[src/rtl/player_anim_pkg.sv]
// Shared pose encoding, per-pose frame counts and controller direction codes.
// Imported by the decoder, the sequencer and the bench.
package player_anim_pkg;

    typedef enum logic [2:0] {
        POSE_STAND   = 3'd0,
        POSE_RUN     = 3'd1,
        POSE_AIM_UP  = 3'd2,
        POSE_PRONE   = 3'd3,
        POSE_DIAG_DN = 3'd4,
        POSE_DIAG_UP = 3'd5,
        POSE_AIR     = 3'd6
    } pose_t;

    // Entry 7 has no pose; it holds 1 so a stray index still wraps safely.
    localparam logic [2:0] POSE_FRAMES [8] = '{3'd1, 3'd6, 3'd1, 3'd1, 3'd3, 3'd3, 3'd4, 3'd1};

    localparam logic [3:0] DIR_NONE  = 4'd0;
    localparam logic [3:0] DIR_DOWN  = 4'd1;
    localparam logic [3:0] DIR_RIGHT = 4'd2;
    localparam logic [3:0] DIR_UP    = 4'd3;
    localparam logic [3:0] DIR_LEFT  = 4'd4;
    localparam logic [3:0] DIR_UR    = 4'd5;
    localparam logic [3:0] DIR_UL    = 4'd6;
    localparam logic [3:0] DIR_DR    = 4'd7;
    localparam logic [3:0] DIR_DL    = 4'd8;

endpackage

[src/rtl/player_anim_sequencer_if.sv]
// Controller/physics inputs and sprite-mux outputs of the animation sequencer.
// facing_left exists only when PLAYER_FACING_EN is defined.
interface player_anim_sequencer_if;
    logic       frame_tick;
    logic [4:0] keycode;
    logic       onPlatform;
    logic [2:0] pose_sel;
    logic [2:0] frame_idx;
    logic       anim_wrap;
    logic       pose_changed;
`ifdef PLAYER_FACING_EN
    logic       facing_left;
`endif

    modport master (
        output frame_tick, keycode, onPlatform,
`ifdef PLAYER_FACING_EN
        input  facing_left,
`endif
        input  pose_sel, frame_idx, anim_wrap, pose_changed
    );

    modport slave (
        input  frame_tick, keycode, onPlatform,
`ifdef PLAYER_FACING_EN
        output facing_left,
`endif
        output pose_sel, frame_idx, anim_wrap, pose_changed
    );
endinterface

[src/rtl/player_anim_sequencer_pose_decode.sv]
// Combinational keycode/platform-contact to target pose; airborne or jumping wins.
// Invalid direction codes fall back to STAND.
module pose_decode
    import player_anim_pkg::*;
(
    input  logic [4:0] keycode_i,
    input  logic       onPlatform_i,
    output pose_t      target_o
);
    always_comb begin
        target_o = POSE_STAND;
        if (!onPlatform_i || keycode_i[4]) begin
            target_o = POSE_AIR;
        end else begin
            unique case (keycode_i[3:0])
                DIR_DOWN:         target_o = POSE_PRONE;
                DIR_RIGHT:        target_o = POSE_RUN;
                DIR_UP:           target_o = POSE_AIM_UP;
                DIR_LEFT:         target_o = POSE_RUN;
                DIR_UR, DIR_UL:   target_o = POSE_DIAG_UP;
                DIR_DR, DIR_DL:   target_o = POSE_DIAG_DN;
                default:          target_o = POSE_STAND;
            endcase
        end
    end
endmodule

[src/rtl/player_anim_sequencer.sv]
// Per-video-frame pose FSM plus frame-index stepper; all outputs registered, 1 cycle after frame_tick.
// Optional facing_left register under PLAYER_FACING_EN.
module player_anim_sequencer
    import player_anim_pkg::*;
#(
    parameter int unsigned TICKS_PER_FRAME = 4
) (
    input  logic                    Clk,
    input  logic                    Reset,
    player_anim_sequencer_if.slave  bus
);
    localparam logic [3:0] TICK_LAST = 4'(TICKS_PER_FRAME - 1);

    pose_t      target;
    pose_t      pose_q;
    logic [2:0] frame_q, frame_d;
    logic [3:0] tick_q;
    logic       wrap_q, chg_q;
    logic       last_frame;

    pose_decode u_pose_decode (
        .keycode_i    (bus.keycode),
        .onPlatform_i (bus.onPlatform),
        .target_o     (target)
    );

    assign last_frame = (frame_q == POSE_FRAMES[pose_q] - 3'd1);
    assign frame_d    = last_frame ? 3'd0 : frame_q + 3'd1;

    always_ff @(posedge Clk) begin
        if (!Reset) begin
            pose_q  <= POSE_STAND;
            frame_q <= 3'd0;
            tick_q  <= 4'd0;
            wrap_q  <= 1'b0;
            chg_q   <= 1'b0;
        end else begin
            wrap_q <= 1'b0;
            chg_q  <= 1'b0;
            if (bus.frame_tick) begin
                // A pose change pre-empts any frame step due on the same tick.
                if (target != pose_q) begin
                    pose_q  <= target;
                    frame_q <= 3'd0;
                    tick_q  <= 4'd0;
                    chg_q   <= 1'b1;
                end else if (tick_q == TICK_LAST) begin
                    tick_q  <= 4'd0;
                    frame_q <= frame_d;
                    wrap_q  <= last_frame;
                end else begin
                    tick_q  <= tick_q + 4'd1;
                end
            end
        end
    end

`ifdef PLAYER_FACING_EN
    logic facing_q;

    always_ff @(posedge Clk) begin
        if (!Reset) begin
            facing_q <= 1'b0;
        end else if (bus.frame_tick && target != POSE_AIR) begin
            unique case (bus.keycode[3:0])
                DIR_LEFT, DIR_UL, DIR_DL:  facing_q <= 1'b1;
                DIR_RIGHT, DIR_UR, DIR_DR: facing_q <= 1'b0;
                default:                   facing_q <= facing_q;
            endcase
        end
    end

    assign bus.facing_left = facing_q;
`endif

    assign bus.pose_sel     = pose_q;
    assign bus.frame_idx    = frame_q;
    assign bus.anim_wrap    = wrap_q;
    assign bus.pose_changed = chg_q;
endmodule

[src/flat_wrapper.sv]
// flat-port wrapper written by rule: the top's interface ports become plain ports
module player_anim_sequencer_flat import player_anim_pkg::*;
#(
    parameter int unsigned TICKS_PER_FRAME = 4
)
  (Clk, Reset, bus_frame_tick, bus_keycode, bus_onPlatform, bus_pose_sel, bus_frame_idx, bus_anim_wrap, bus_pose_changed);
  player_anim_sequencer_if bus_i ();
  input  logic Clk;
  input  logic Reset;
  input wire logic [$bits(bus_i.frame_tick)-1:0] bus_frame_tick;
  input wire logic [$bits(bus_i.keycode)-1:0] bus_keycode;
  input wire logic [$bits(bus_i.onPlatform)-1:0] bus_onPlatform;
  output wire logic [$bits(bus_i.pose_sel)-1:0] bus_pose_sel;
  output wire logic [$bits(bus_i.frame_idx)-1:0] bus_frame_idx;
  output wire logic [$bits(bus_i.anim_wrap)-1:0] bus_anim_wrap;
  output wire logic [$bits(bus_i.pose_changed)-1:0] bus_pose_changed;
  assign bus_i.frame_tick = bus_frame_tick;
  assign bus_i.keycode = bus_keycode;
  assign bus_i.onPlatform = bus_onPlatform;
  assign bus_pose_sel = bus_i.pose_sel;
  assign bus_frame_idx = bus_i.frame_idx;
  assign bus_anim_wrap = bus_i.anim_wrap;
  assign bus_pose_changed = bus_i.pose_changed;
  player_anim_sequencer #(.TICKS_PER_FRAME(TICKS_PER_FRAME)) u_core (.Clk(Clk), .Reset(Reset), .bus(bus_i));
endmodule
[config.mk]
export PLATFORM = sky130hd
export DESIGN_NAME = player_anim_sequencer_flat
export DESIGN_NICKNAME = d
export VERILOG_FILES = /design/src/rtl/player_anim_pkg.sv /design/src/rtl/player_anim_sequencer_if.sv /design/src/rtl/player_anim_sequencer_pose_decode.sv /design/src/rtl/player_anim_sequencer.sv /design/src/flat_wrapper.sv
export SDC_FILE = /design/constraint.sdc
export NUM_CORES = 1
export LEC_CHECK = 0
export CORE_UTILIZATION = 43
export DETAILED_ROUTE_END_ITERATION = 8
export PLACE_DENSITY_LB_ADDON = 0.25
export SYNTH_ARGS = -nofsm -noshare
export SYNTH_HDL_FRONTEND = slang
export SYNTH_HIERARCHICAL = 1
export SYNTH_SLANG_ARGS = --single-unit
[constraint.sdc]
create_clock -name Clk -period 2.2 [get_ports Clk]
set_input_delay 0.44 -clock Clk [delete_from_list [all_inputs] [get_ports Clk]]
set_output_delay 0.44 -clock Clk [all_outputs]
set_load 0.01 [all_outputs]
==> impl_metrics.tcl, run 1 <==
set metrics [dict create \
    relSlewSlack 0.735 \
    remaining_drc_errors 0 \
    min_path_type "flip-flop to flip-flop" \
    grt_max_degree 11 \
    final_cells 127 \
    fin_crit_ns 2.09 \
    antenna_found_initial 0 \
    clkSlewWorstSetupHoldPaths_ns 0.07 \
    ctsHoldBuffers 0 \
    drtIter0Drc 3 \
    switching_share 0.252 \
    vias_per_cell 5.11 \
    cp_max_fo 5 \
    hold_viol_final 0 \
    maxCapViolations 0 \
    netlist_instances 85 \
    slew_violations 0 \
    initial_utilization 0.479 \
    grt_use_total 0.178 \
    seq_power_share 0.451 \
    overflow 0 \
    setup_viol 0 \
    p_comb_frac 0.215 \
    via_count 649 \
    cp-start-kind "input pin" \
    rows 14 \
    power.internal_w 0.000384 \
    drive_gt1_frac 0.180 \
    synth_area_um2 754 \
    synth.distinct_cells 29 \
    cts-htree-levels 1 \
    cts_tree "yes" \
    yosysWarnings 6 \
    routed_wl_mm 1.48 \
    die_h_um 43.9 \
    ys_seq_area_frac 0.318 \
    clk_latency_ns 0.27 \
    hp-start "u_core/tick_q[1]" \
    synthesis.nets 101 \
    cts_sinks 12 \
    cts_buffers 3 \
    final_core_util 0.676 \
    firstDrtPassIters 4 \
    ios 17 \
    pwr-share-clk 0.333 \
    synth_seq_cells 12 \
    gp_congestion 0.769 \
    die_w_um 43.9 \
    crit_type "input pin to flip-flop" \
    startpoint "bus_keycode[0]" \
    syn_avg_cell_area_um2 8.88 \
    grt_pass1_wl_mm 2.52 \
    portBuffers 16 \
    ir_drop_v 0.000448 \
    wire_per_inst_um 11.7 \
    fin_nets 128 \
    finalClockSkew_ns 0.00360 \
    crit_path_end_kind "flip-flop" \
    dp_hpwl_mm 1.12 \
    dieArea_um2 1930 \
    reg2reg_from "u_core/bus.pose_sel[0]" \
    synthToLayoutAreaGrowth_pct 41.3 \
    post-route-period-util 0.949 \
    p_per_area_nw_per_um2 482 \
    antenna_left 0 \
    outcome "finished clean" \
    switching_power_w 0.000129 \
    coreArea_um2 1580 \
    cts-root-buf "clkbuf_4" \
    dp.cells 122 \
    critPathRequiredTime_ns 2.36 \
    leakagePower_nw 0.460 \
    cp.arrival_ns 2.24 \
    clock_path_buffers 2 \
    n_antenna_cell 0 \
    worst_slew_pin_slew_ns 0.395 \
    grt_pass1_vias 649 \
    fmax_mhz 479 \
]
## layer usage
layer	track usage	share of wire
met1	0.194	0.44
met4	0.0545	0
met2	0.322	0.52
met3	0.0625	0.041
met5	0	0
## flip-flops by register name, summed over array words and instances, names as in the netlist
register and flops:
u_core/bus.anim_wrap 1, u_core/tick_q 4, u_core/bus.pose_changed 1, u_core/bus.frame_idx 3, u_core/bus.pose_sel 3
## cell usage after synthesis
library cell | n | area (um^2)
nand3b_1 | 3 | 22.5
ha_1 | 7 | 87.6
xnor2_1 | 2 | 17.5
or3b_1 | 1 | 8.76
nand2_1 | 7 | 26.3
nor2_1 | 8 | 30.0
o31ai_1 | 1 | 7.51
o311ai_0 | 1 | 8.76
a2111oi_2 | 1 | 15.0
nor2b_1 | 5 | 31.3
o211ai_2 | 1 | 12.5
o22ai_1 | 2 | 12.5
o2111ai_1 | 1 | 8.76
nor3_4 | 1 | 16.3
nor3b_1 | 1 | 7.51
a21boi_1 | 2 | 15.0
nand4_1 | 1 | 6.26
a21boi_0 | 1 | 7.51
xor2_1 | 6 | 52.6
inv_1 | 7 | 26.3
nand2b_1 | 3 | 18.8
clkbuf_1 | 2 | 7.51
or2_2 | 1 | 6.26
nand3_1 | 2 | 10.0
and3b_1 | 1 | 8.76
dfxtp_1 | 12 | 240
o21ai_1 | 1 | 5.00
mux2i_1 | 3 | 30.0
or2b_1 | 1 | 7.51
## timing repair
item	CTS	global route
hold endpoints to repair	0	0
resized for setup	6	2
endpoints found under the setup margin	8	6
pin swaps	4	2
setup buffers	1	0
## kinds of logic (layout without fill, tap and decap cells)
group                      count (synthesis)  after routing  synth area share
AOI/OAI and AO/OA                         11             11             0.123
xor gates and xnor gates                   8              8            0.0929
adders and majority gates                  7              7             0.116
buffers and inverters                      9             35            0.0448
DFF                                       12             12             0.318
muxes                                      3              3            0.0398
and+or+nand+nor                           35             35             0.265
## per-stage QoR
stage / worst slack (ns) / total power (W) / TNS (ns) / hold WS [ns] / area [um^2]
2_1_floorplan: 0.0664 / 0.000293 / 0 / 0.472 / 758
3_3_place_gp: -0.488 / 0.000337 / -3.64 / 0.486 / 983
3_5_place_dp: -0.568 / 0.000339 / -4.28 / 0.513 / 983
4_1_cts: 0.0481 / 0.000519 / 0 / 0.532 / 1050
5_1_grt: -0.00482 / 0.000548 / -0.00482 / 0.556 / 1070
6_report: 0.113 / 0.000513 / 0 / 0.524 / 1070
## power by group through the flow
stage	clock network (W)	registers [W]	logic, W
after CTS	0.000179	0.000232	0.000108
after detailed placement	0	0.000236	0.000103
after global placement	0	0.000236	0.000102
after global routing	0.000196	0.000233	0.000120
after floorplan	0	0.000237	0.0000557
final	0.000171	0.000232	0.000111
## worst paths after layout
| path | endpoint | slack [ns] | cells past startpoint |
|---|---|---|---|
| worst min register to register | u_core/tick_q[1] | 0.52 | 2 |
| worst max register to register | u_core/bus.frame_idx[1] | 0.34 | 7 |
| worst max-delay path | u_core/bus.frame_idx[2] | 0.11 | 10 |
| worst min-delay path | u_core/tick_q[1] | 0.52 | 2 |
## area by class of cell
class	count	area [um^2]
fillers	128	510
multi-input cells	64	527
inverters	7	26.3
flip-flops and latches	12	240
well taps	16	20.0
clock buffers	4	36.3
repair buffers	24	216
## critical path, stage by stage
cell and delay (ns):
dlygate4sd2_1 0.22, inv_1 0.06, ha_1 0.27, nand2b_1 0.09, a2111oi_4 0.44, xor2_2 0.23
nor3_4 0.06, a21boi_4 0.19, nand2b_4 0.18, o21ai_1 0.06
## cell usage in the layout (no fill, tap or decap), types with 2 or more instances in the layout
cell,n
xor2_1,4
nand2_1,7
inv_1,7
xor2_2,2
ha_1,7
o22ai_1,2
clkdlybuf4s50_1,13
dlygate4sd2_1,3
dfxtp_1,12
nand3b_1,3
nand3_1,2
buf_4,8
mux2i_1,3
nor2b_1,5
clkbuf_4,3
nand2b_1,2
xnor2_1,2
nor2_1,8
Power figures use the tool's default switching activity.
==> run 2: changes to the inputs <==
==> constraint.sdc (replaced) <==
create_clock -name Clk -period 2.2 [get_ports Clk]
set_input_delay 0.44 -clock Clk [delete_from_list [all_inputs] [get_ports Clk]]
set_output_delay 0.44 -clock Clk [all_outputs]
set_load 0.005 [all_outputs]
==> results of run 2 <==
Same layout as run 1 (identical final DEF). Status: finished clean.
Among the figures that moved: total power 0.000513 W -> 0.000511 W
